### src/rtl/regfile_wb_arbiter.sv
// Write-back arbiter for the register file's single write port: pipeline write-back vs. a buffered
// long-unit result with a starvation bound. Optional RAW scoreboard enabled by WB_SCOREBOARD_EN.
module regfile_wb_arbiter #(
  parameter int ADDRESS_WIDTH = 5,
  parameter int DATA_WIDTH    = 32,
  parameter int STARVE_LIMIT  = 4
) (
  input  logic                     clk,
  input  logic                     rst,
  input  logic                     pipe_we,
  input  logic [ADDRESS_WIDTH-1:0] pipe_rd,
  input  logic [DATA_WIDTH-1:0]    pipe_wd,
  output logic                     pipe_stall,
  input  logic                     lu_valid,
  output logic                     lu_ready,
  input  logic [ADDRESS_WIDTH-1:0] lu_rd,
  input  logic [DATA_WIDTH-1:0]    lu_wd,
  input  logic                     issue_valid,
  input  logic [ADDRESS_WIDTH-1:0] issue_rd,
  input  logic [ADDRESS_WIDTH-1:0] rs1,
  input  logic [ADDRESS_WIDTH-1:0] rs2,
  output logic                     hazard,
  output logic                     rf_we,
  output logic [ADDRESS_WIDTH-1:0] rf_ad,
  output logic [DATA_WIDTH-1:0]    rf_wd
);

  localparam int DEPTH = 1 << ADDRESS_WIDTH;
  localparam int CNT_W = $clog2(STARVE_LIMIT + 1);
  localparam logic [CNT_W-1:0] LIMIT = CNT_W'(STARVE_LIMIT);

  logic                     buf_full_q, buf_full_d;
  logic [ADDRESS_WIDTH-1:0] buf_rd_q, buf_rd_d;
  logic [DATA_WIDTH-1:0]    buf_wd_q, buf_wd_d;
  logic [CNT_W-1:0]         starve_cnt_q, starve_cnt_d;
  logic                     rf_we_q, rf_we_d;
  logic [ADDRESS_WIDTH-1:0] rf_ad_q, rf_ad_d;
  logic [DATA_WIDTH-1:0]    rf_wd_q, rf_wd_d;
  logic                     out_lu_q, out_lu_d;
  logic                     force_s;
  logic                     buf_win_s;
  logic                     accept_s;

  assign force_s    = buf_full_q && (starve_cnt_q == LIMIT);
  assign buf_win_s  = force_s || (buf_full_q && !pipe_we);
  assign lu_ready   = !buf_full_q && !rst;
  assign accept_s   = lu_valid && lu_ready;
  assign pipe_stall = force_s && !rst;

  // Grant selection, buffer bookkeeping and next output-stage contents.
  always_comb begin
    rf_we_d      = 1'b0;
    rf_ad_d      = rf_ad_q;
    rf_wd_d      = rf_wd_q;
    out_lu_d     = 1'b0;
    starve_cnt_d = starve_cnt_q;
    if (buf_win_s) begin
      rf_we_d      = (buf_rd_q != {ADDRESS_WIDTH{1'b0}});
      rf_ad_d      = buf_rd_q;
      rf_wd_d      = buf_wd_q;
      out_lu_d     = 1'b1;
      starve_cnt_d = {CNT_W{1'b0}};
    end else if (pipe_we) begin
      rf_we_d  = (pipe_rd != {ADDRESS_WIDTH{1'b0}});
      rf_ad_d  = pipe_rd;
      rf_wd_d  = pipe_wd;
      out_lu_d = 1'b0;
      // Counter cannot pass LIMIT: reaching it forces a buffer win next cycle.
      if (buf_full_q) begin
        starve_cnt_d = starve_cnt_q + {{(CNT_W-1){1'b0}}, 1'b1};
      end else begin
        starve_cnt_d = starve_cnt_q;
      end
    end else begin
      rf_we_d = 1'b0;
    end

    if (buf_win_s) begin
      buf_full_d = 1'b0;
      buf_rd_d   = buf_rd_q;
      buf_wd_d   = buf_wd_q;
    end else if (accept_s) begin
      buf_full_d = 1'b1;
      buf_rd_d   = lu_rd;
      buf_wd_d   = lu_wd;
    end else begin
      buf_full_d = buf_full_q;
      buf_rd_d   = buf_rd_q;
      buf_wd_d   = buf_wd_q;
    end
  end

  // Arbiter state and registered write port.
  always_ff @(posedge clk) begin
    if (rst) begin
      buf_full_q   <= 1'b0;
      buf_rd_q     <= {ADDRESS_WIDTH{1'b0}};
      buf_wd_q     <= {DATA_WIDTH{1'b0}};
      starve_cnt_q <= {CNT_W{1'b0}};
      rf_we_q      <= 1'b0;
      rf_ad_q      <= {ADDRESS_WIDTH{1'b0}};
      rf_wd_q      <= {DATA_WIDTH{1'b0}};
      out_lu_q     <= 1'b0;
    end else begin
      buf_full_q   <= buf_full_d;
      buf_rd_q     <= buf_rd_d;
      buf_wd_q     <= buf_wd_d;
      starve_cnt_q <= starve_cnt_d;
      rf_we_q      <= rf_we_d;
      rf_ad_q      <= rf_ad_d;
      rf_wd_q      <= rf_wd_d;
      out_lu_q     <= out_lu_d;
    end
  end

  assign rf_we = rf_we_q;
  assign rf_ad = rf_ad_q;
  assign rf_wd = rf_wd_q;

`ifdef WB_SCOREBOARD_EN
  logic [DEPTH-1:0] busy_q, busy_d;

  // Pending long-unit destinations; a same-cycle set overrides the clear.
  always_comb begin
    busy_d = busy_q;
    if (rf_we_q && out_lu_q) begin
      busy_d[rf_ad_q] = 1'b0;
    end else begin
      busy_d = busy_q;
    end
    if (issue_valid && (issue_rd != {ADDRESS_WIDTH{1'b0}})) begin
      busy_d[issue_rd] = 1'b1;
    end else begin
      busy_d = busy_d;
    end
  end

  // Scoreboard storage.
  always_ff @(posedge clk) begin
    if (rst) begin
      busy_q <= {DEPTH{1'b0}};
    end else begin
      busy_q <= busy_d;
    end
  end

  assign hazard = ((rs1 != {ADDRESS_WIDTH{1'b0}}) && busy_q[rs1]) ||
                  ((rs2 != {ADDRESS_WIDTH{1'b0}}) && busy_q[rs2]);
`else
  logic unused_s;
  assign unused_s = ^{issue_valid, issue_rd, rs1, rs2, DEPTH[0]};
  assign hazard   = 1'b0;
`endif

endmodule

### config.mk
export PLATFORM = sky130hd
export DESIGN_NAME = regfile_wb_arbiter
export DESIGN_NICKNAME = d
export VERILOG_FILES = /design/src/rtl/regfile_wb_arbiter.sv
export SDC_FILE = /design/constraint.sdc
export NUM_CORES = 1
export LEC_CHECK = 0
export BUFFER_PORTS_ARGS = -buffer_cell sky130_fd_sc_hd__buf_2
export CORE_MARGIN = 2
export CORE_UTILIZATION = 35
export CTS_BUF_LIST = sky130_fd_sc_hd__clkbuf_4 sky130_fd_sc_hd__clkbuf_8
export CTS_CLUSTER_DIAMETER = 100
export DETAILED_ROUTE_END_ITERATION = 10
export PLACE_DENSITY = 0.66
export REMOVE_ABC_BUFFERS = 1
export SYNTH_ARGS = -nofsm -noshare
export SYNTH_HDL_FRONTEND = slang
export SYNTH_SLANG_ARGS = --single-unit
### constraint.sdc
create_clock -name clk -period 4.3 [get_ports clk]
set_input_delay 0.215 -clock clk [delete_from_list [all_inputs] [get_ports clk]]
set_output_delay 0.215 -clock clk [all_outputs]
set_load 0.005 [all_outputs]
# Word-level counts from Yosys, hierarchy flattened
# Index checks and enable logic that the tools add are counted.
classes:
  addsub: 1
  n_eq_ne: 1
  n_mux: 6
  bitwise: 1
  n_reduce_logical: 15
op_table:
  columns: ["cell", "count"]
  rows:
  - ["two-way mux 32 bit", 2]
  - ["two-way mux 5 bit", 2]
  - ["nonzero test 5 bit", 2]
  - ["logical AND 1 bit", 5]
  - ["AND reduction 2 bit", 2]
  - ["adder 3 x 1 -> 3 bit (second input constant)", 1]
  - ["equality test 3 bit (second input constant)", 1]
  - ["logical NOT 1 bit", 3]
  - ["two-way mux 1 bit", 2]
  - ["nonzero test 2 bit", 1]
  - ["OR reduction 2 bit", 1]
  - ["logical OR 1 bit", 1]
  - ["inverter 1 bit", 1]
totals:
  regBits: 79
  input_bits: 94
  output_inout_bits: 41
  elab_cells: 31

# Logic depth before layout (Yosys ltp)
logic_depth:
  ltp_word: 5
  mapped_depth: 7

# Worst setup path before layout
# OpenSTA, ideal clock, no wires.
synth_path:
  path_kind: "reg-to-reg"
  startpoint: "register starve_cnt_q[0]"
  endpoint: "register rf_ad_q[0] (netlist: rf_ad[0])"
  setup_ns: 0.136
  arrival_ns: 1.416
  path_slack_ns: 2.747
  path_stages_with_launch: 8
  path_buffers: 2
  path_cell_list: "dfxtp_1 -> inv_1 -> ha_1 -> a21bo_4 -> buf_6 -> buf_8 -> a211oi_1 -> nor4_1"
synth_between:
  elab_chain_cells: 4
  elab_cells_between_ends: 5
synth_lines:
  columns: ["item", "line", "source"]
  rows:
  - ["from (decl)", "35", "logic [CNT_W-1:0] starve_cnt_q, starve_cnt_d;"]
  - ["from (signal assigned)", "99", "starve_cnt_q <= {CNT_W{1'b0}};"]
  - ["from (signal assigned)", "108", "starve_cnt_q <= starve_cnt_d;"]
  - ["equality test 3 bit *", "44", "assign force_s = buf_full_q && (starve_cnt_q == LIMIT);"]
  - ["logical AND 1 bit *", "44", null]
  - ["logical OR 1 bit *", "45", "assign buf_win_s = force_s || (buf_full_q && !pipe_we);"]
  - ["two-way mux 5 bit or nonzero test 2 bit (tied branches)", null, null]
  - ["to (signal assigned)", "101", "rf_ad_q <= {ADDRESS_WIDTH{1'b0}};"]
  - ["to (signal assigned)", "110", "rf_ad_q <= rf_ad_d;"]
  - ["to (decl)", "37", "logic [ADDRESS_WIDTH-1:0] rf_ad_q, rf_ad_d;"]
# Mark *: on every way between the ends. The rest lies on a longest branch, timed or not.
# A chain may end at the register's enable or synchronous reset.

# Worst setup path in the final report
layout_path:
  startpoint: "register buf_full_q"
  endpoint: "register rf_wd_q[29] (netlist: rf_wd[29])"
layout_between:
  elab_chain_cells: 3
  elab_cells_between_ends: 5
layout_lines:
  columns: ["item", "line", "source"]
  rows:
  - ["from (decl)", "32", "logic buf_full_q, buf_full_d;"]
  - ["from (signal assigned)", "105", "buf_full_q <= buf_full_d;"]
  - ["logical AND 1 bit, on equally long branches", "44, 45", null]
  - ["logical OR 1 bit *", "45", null]
  - ["two-way mux 32 bit or nonzero test 2 bit (tied branches)", null, null]
  - ["to (signal assigned)", "102", "rf_wd_q <= {DATA_WIDTH{1'b0}};"]
  - ["to (signal assigned)", "111", "rf_wd_q <= rf_wd_d;"]
  - ["to (decl)", "38", "logic [DATA_WIDTH-1:0] rf_wd_q, rf_wd_d;"]
# Marked as above.

==> flow_results.org <==
** Timing
- Total setup violations reported at the end of the flow :: 0
- Final worst clock skew :: 11.4 ps
- The number of hold violations in the final report came to 0.
- The tightest hold path in the finished design has a slack of 59.5 ps.
- Pins Over Slew Limit :: 0
- The final critical path takes up 59.6% of the cycle.
- Setup slack of the critical path after layout :: 1740 ps
- Min Clock Period, post-route :: 2560 ps
- The worst pin sits at a relative slew slack of 27.3%.
- Setup repair after global routing left no endpoint under its margin.
- For the pin with the worst max-slew slack, the measured transition is 1090 ps.
- Max Freq :: 0.390 GHz

** Critical path
- Worst setup path category :: reg2reg
- STA puts the critical path data arrival time at 2760 ps.
- The signal on the critical path passes through inv_1, buf_4, nor3_1, nor4_1.
- The number of buffers and inverters on the critical path is 2.
- Flop-to-flop setup slack :: 1740 ps
- Along the worst path, the maximum fanout reaches 49.
- Cell count of the worst reg-to-reg path :: 4
- The worst setup path is launched from a register.
- Master of the slowest instance on the critical path :: dfxtp_2
- Source of the worst register-to-register timing path :: buf_full_q
- Critical path capture point type :: register
- In this run the critical register-to-register path is captured at rf_wd[29].
- For the worst setup path, the data required time is 4500 ps.
- Slowest stage delay, CP :: 1060 ps
- CP delay by family, top :: flip-flops

** Final layout
- Most frequent cells in the layout :: buf_2, dfxtp_1, nor2_1
- The net count of the finished layout is 597.
- The library cell used most frequently in the layout, excluding fill and tap cells, is buf_2.
- # diodes :: 0
- Final-layout fill cell count :: 1019
- Core occupancy in the finished layout :: 43.1%
- The area growth from synthesis to layout is 20.6%.
- In the final layout, the share of cells above drive strength 1 is 29.0%.

** CTS
- CTS built an H-tree with a depth of 3.
- The number of hold buffers added after CTS was 0.
- CTS clock-pin slew for the worst setup and hold paths :: 80 ps
- In this run the post-CTS setup repair buffer count came out at 0.
- Post-CTS repair changed the size of 0 cells.
- Maximum number of buffers from clock root to sink :: 2
- Clock tree root driver cell :: clkbuf_8
- TritonCTS built the clock tree.
- Counting the buffers created by CTS gives 9.
- For this design, the sink count on the clock tree is 79.
- Clock latency on the worst-skew pair :: 350 ps

** Synthesis
- Async set-or-reset flop fraction in the synthesized netlist :: 0%
- Mapped Area :: 3460 um2
- Cell variety after synth :: 29
- The share of the Yosys chip area taken by registers is 45.6%.
- Primary FF master, synth :: dfxtp_1
- Number of synthesized flops with an enable pin :: 0
- Number of synthesized register bits :: 79
- Synthesized netlist cell count :: 412
- A synthesized cell averages 8.41 um2.
- Yosys printed 0 warnings.

** Detailed routing
- The first detailed-routing pass ran for 4 iterations.
- Average vias per placed instance :: 5.03
- Post-detailed-route count of antenna-violating nets :: 0
- Wire length per cell after detailed routing :: 14.3 um
- After detailed routing, the number of remaining DRC violations is 0.
- Total via count in the routed design :: 3196
- Violation count after the first detailed-routing iteration :: 95
- Routed Wire Length :: 9080 um

** Placed design
- Placement Setup Slack :: 1720 ps
- Port Buf Inserts :: 117
- Placer Congestion :: 0.718
- Once detailed placement completed, the half-perimeter wirelength came to 5640 um.

** Global route
- Gr ovfl total :: 0
- The first global-routing pass estimated 14100 um of wire.
- Pin count of the biggest net entering global routing :: 75
- Initial antenna violation count :: 0
- Gr usage total :: 17.1%
- Vias in the first global route :: 2873

** Hold path
- For hold timing, the worst endpoint is buf_wd_q[26].
- Counting instances, the worst hold path has a depth of 3.
- In this run the most critical hold path is launched from lu_wd[26].
- The min-delay analysis places its worst path in the category in2reg.

** Power
- Highest ir drop seen on vdd :: 0.178 mV
- Ratio of total power to cell area :: 377 nW/um2
- Leakage power summed over all cells :: 0.00171 uW

** Floorplan
- Die area :: 10700 um2
- Floorplan Core Area :: 9680 um2
- Height of the chip :: 103 um
- The floorplan has 36 rows.
- Initial Utilization :: 35.8%
- Top Ports :: 135
- Die W :: 103 um

** Outcome
- The flow ran to the end, and the final reports show no timing, DRC or antenna violations.

** Run
- Across the run, the number of max-cap violations was 0.
per-stage QoR:
stage / std cells / setup TNS (ps) / total power (uW) / area [um2]
after floorplan: 370 / -23700 / 972 / 3230
after global placement: 623 / 0 / 1090 / 4010
after detailed placement: 623 / 0 / 1100 / 4010
after CTS: 636 / 0 / 1600 / 4180
after global routing: 636 / 0 / 1670 / 4180
final: 636 / 0 / 1580 / 4180
flip-flops by register name (all words and copies together), names as in the netlist:
name	cells
starve_cnt_q	3
buf_wd_q	32
rf_we	1
buf_rd_q	5
rf_ad	5
rf_wd	32
buf_full_q	1
layout make-up:
| type | count | area [um2] | share of cell area, % |
|---|---|---|---|
| repair buffers | 120 | 608 | 14.6 |
| well taps | 133 | 166 | 3.98 |
| inverters | 3 | 11.3 | 0.270 |
| clock inverters | 1 | 5.00 | 0.120 |
| clock buffers | 12 | 165 | 3.95 |
| flip-flops and latches | 79 | 1580 | 37.9 |
| multi-input cells | 288 | 1640 | 39.2 |
power by group:
group,switching [uW],internal (uW),total [uW]
Clock,253,247,500
Combinational,133,109,242
Sequential,42.4,792,835
Total,428,1150,1580
Yosys cell counts, types with 3 or more instances:
cell type | instances | area [um2]
buf_2 | 23 | 115
nor3_1 | 37 | 185
inv_1 | 3 | 11.3
clkbuf_1 | 10 | 37.5
nand2_1 | 39 | 146
a211oi_1 | 33 | 248
nor2_1 | 40 | 150
nor4_1 | 35 | 219
a211oi_2 | 5 | 62.6
nand2b_1 | 38 | 238
o21ai_0 | 38 | 190
buf_6 | 4 | 45.0
a21oi_1 | 4 | 20.0
nand3_1 | 3 | 15.0
dfxtp_1 | 79 | 1580
worst max path at each step:
stage	from	endpoint	slack (ps)	cells past startpoint
final	buf_full_q	rf_wd[29]	1740	4
after CTS	buf_full_q	rf_wd[29]	1730	4
after detailed placement	buf_full_q	rf_wd[29]	1720	4
after floorplan	buf_full_q	buf_rd_q[0]	-640	2
after global placement	buf_full_q	rf_ad[2]	1780	4
after global routing	buf_full_q	rf_wd[29]	1550	4
worst min-delay path: stages:
cell     delay (ps)
buf_2            80
nand2_1          30
o21ai_0          50
routing by layer:
metal | up-vias | track usage [%] | routed length, um
met1 | 1457 | 22.2 | 4270
met2 | 95 | 27.1 | 4170
met4 | 0 | 6.58 | 168
met5 | - | 0 | 0
li1 | 1629 | - | -
met3 | 15 | 4.70 | 468
logic make-up (layout without fill, tap and decap cells):
group           Yosys count  count (layout)  synth area share (%)
simple gates            201             201                  29.9
compound gates           84              84                  16.5
flops                    79              79                  45.6
buf+inv                  45             136                  7.19
fa+ha+maj                 2               2                 0.722
other cells               1               1                 0.108
Note: power is estimated with default switching activity, not from simulation.
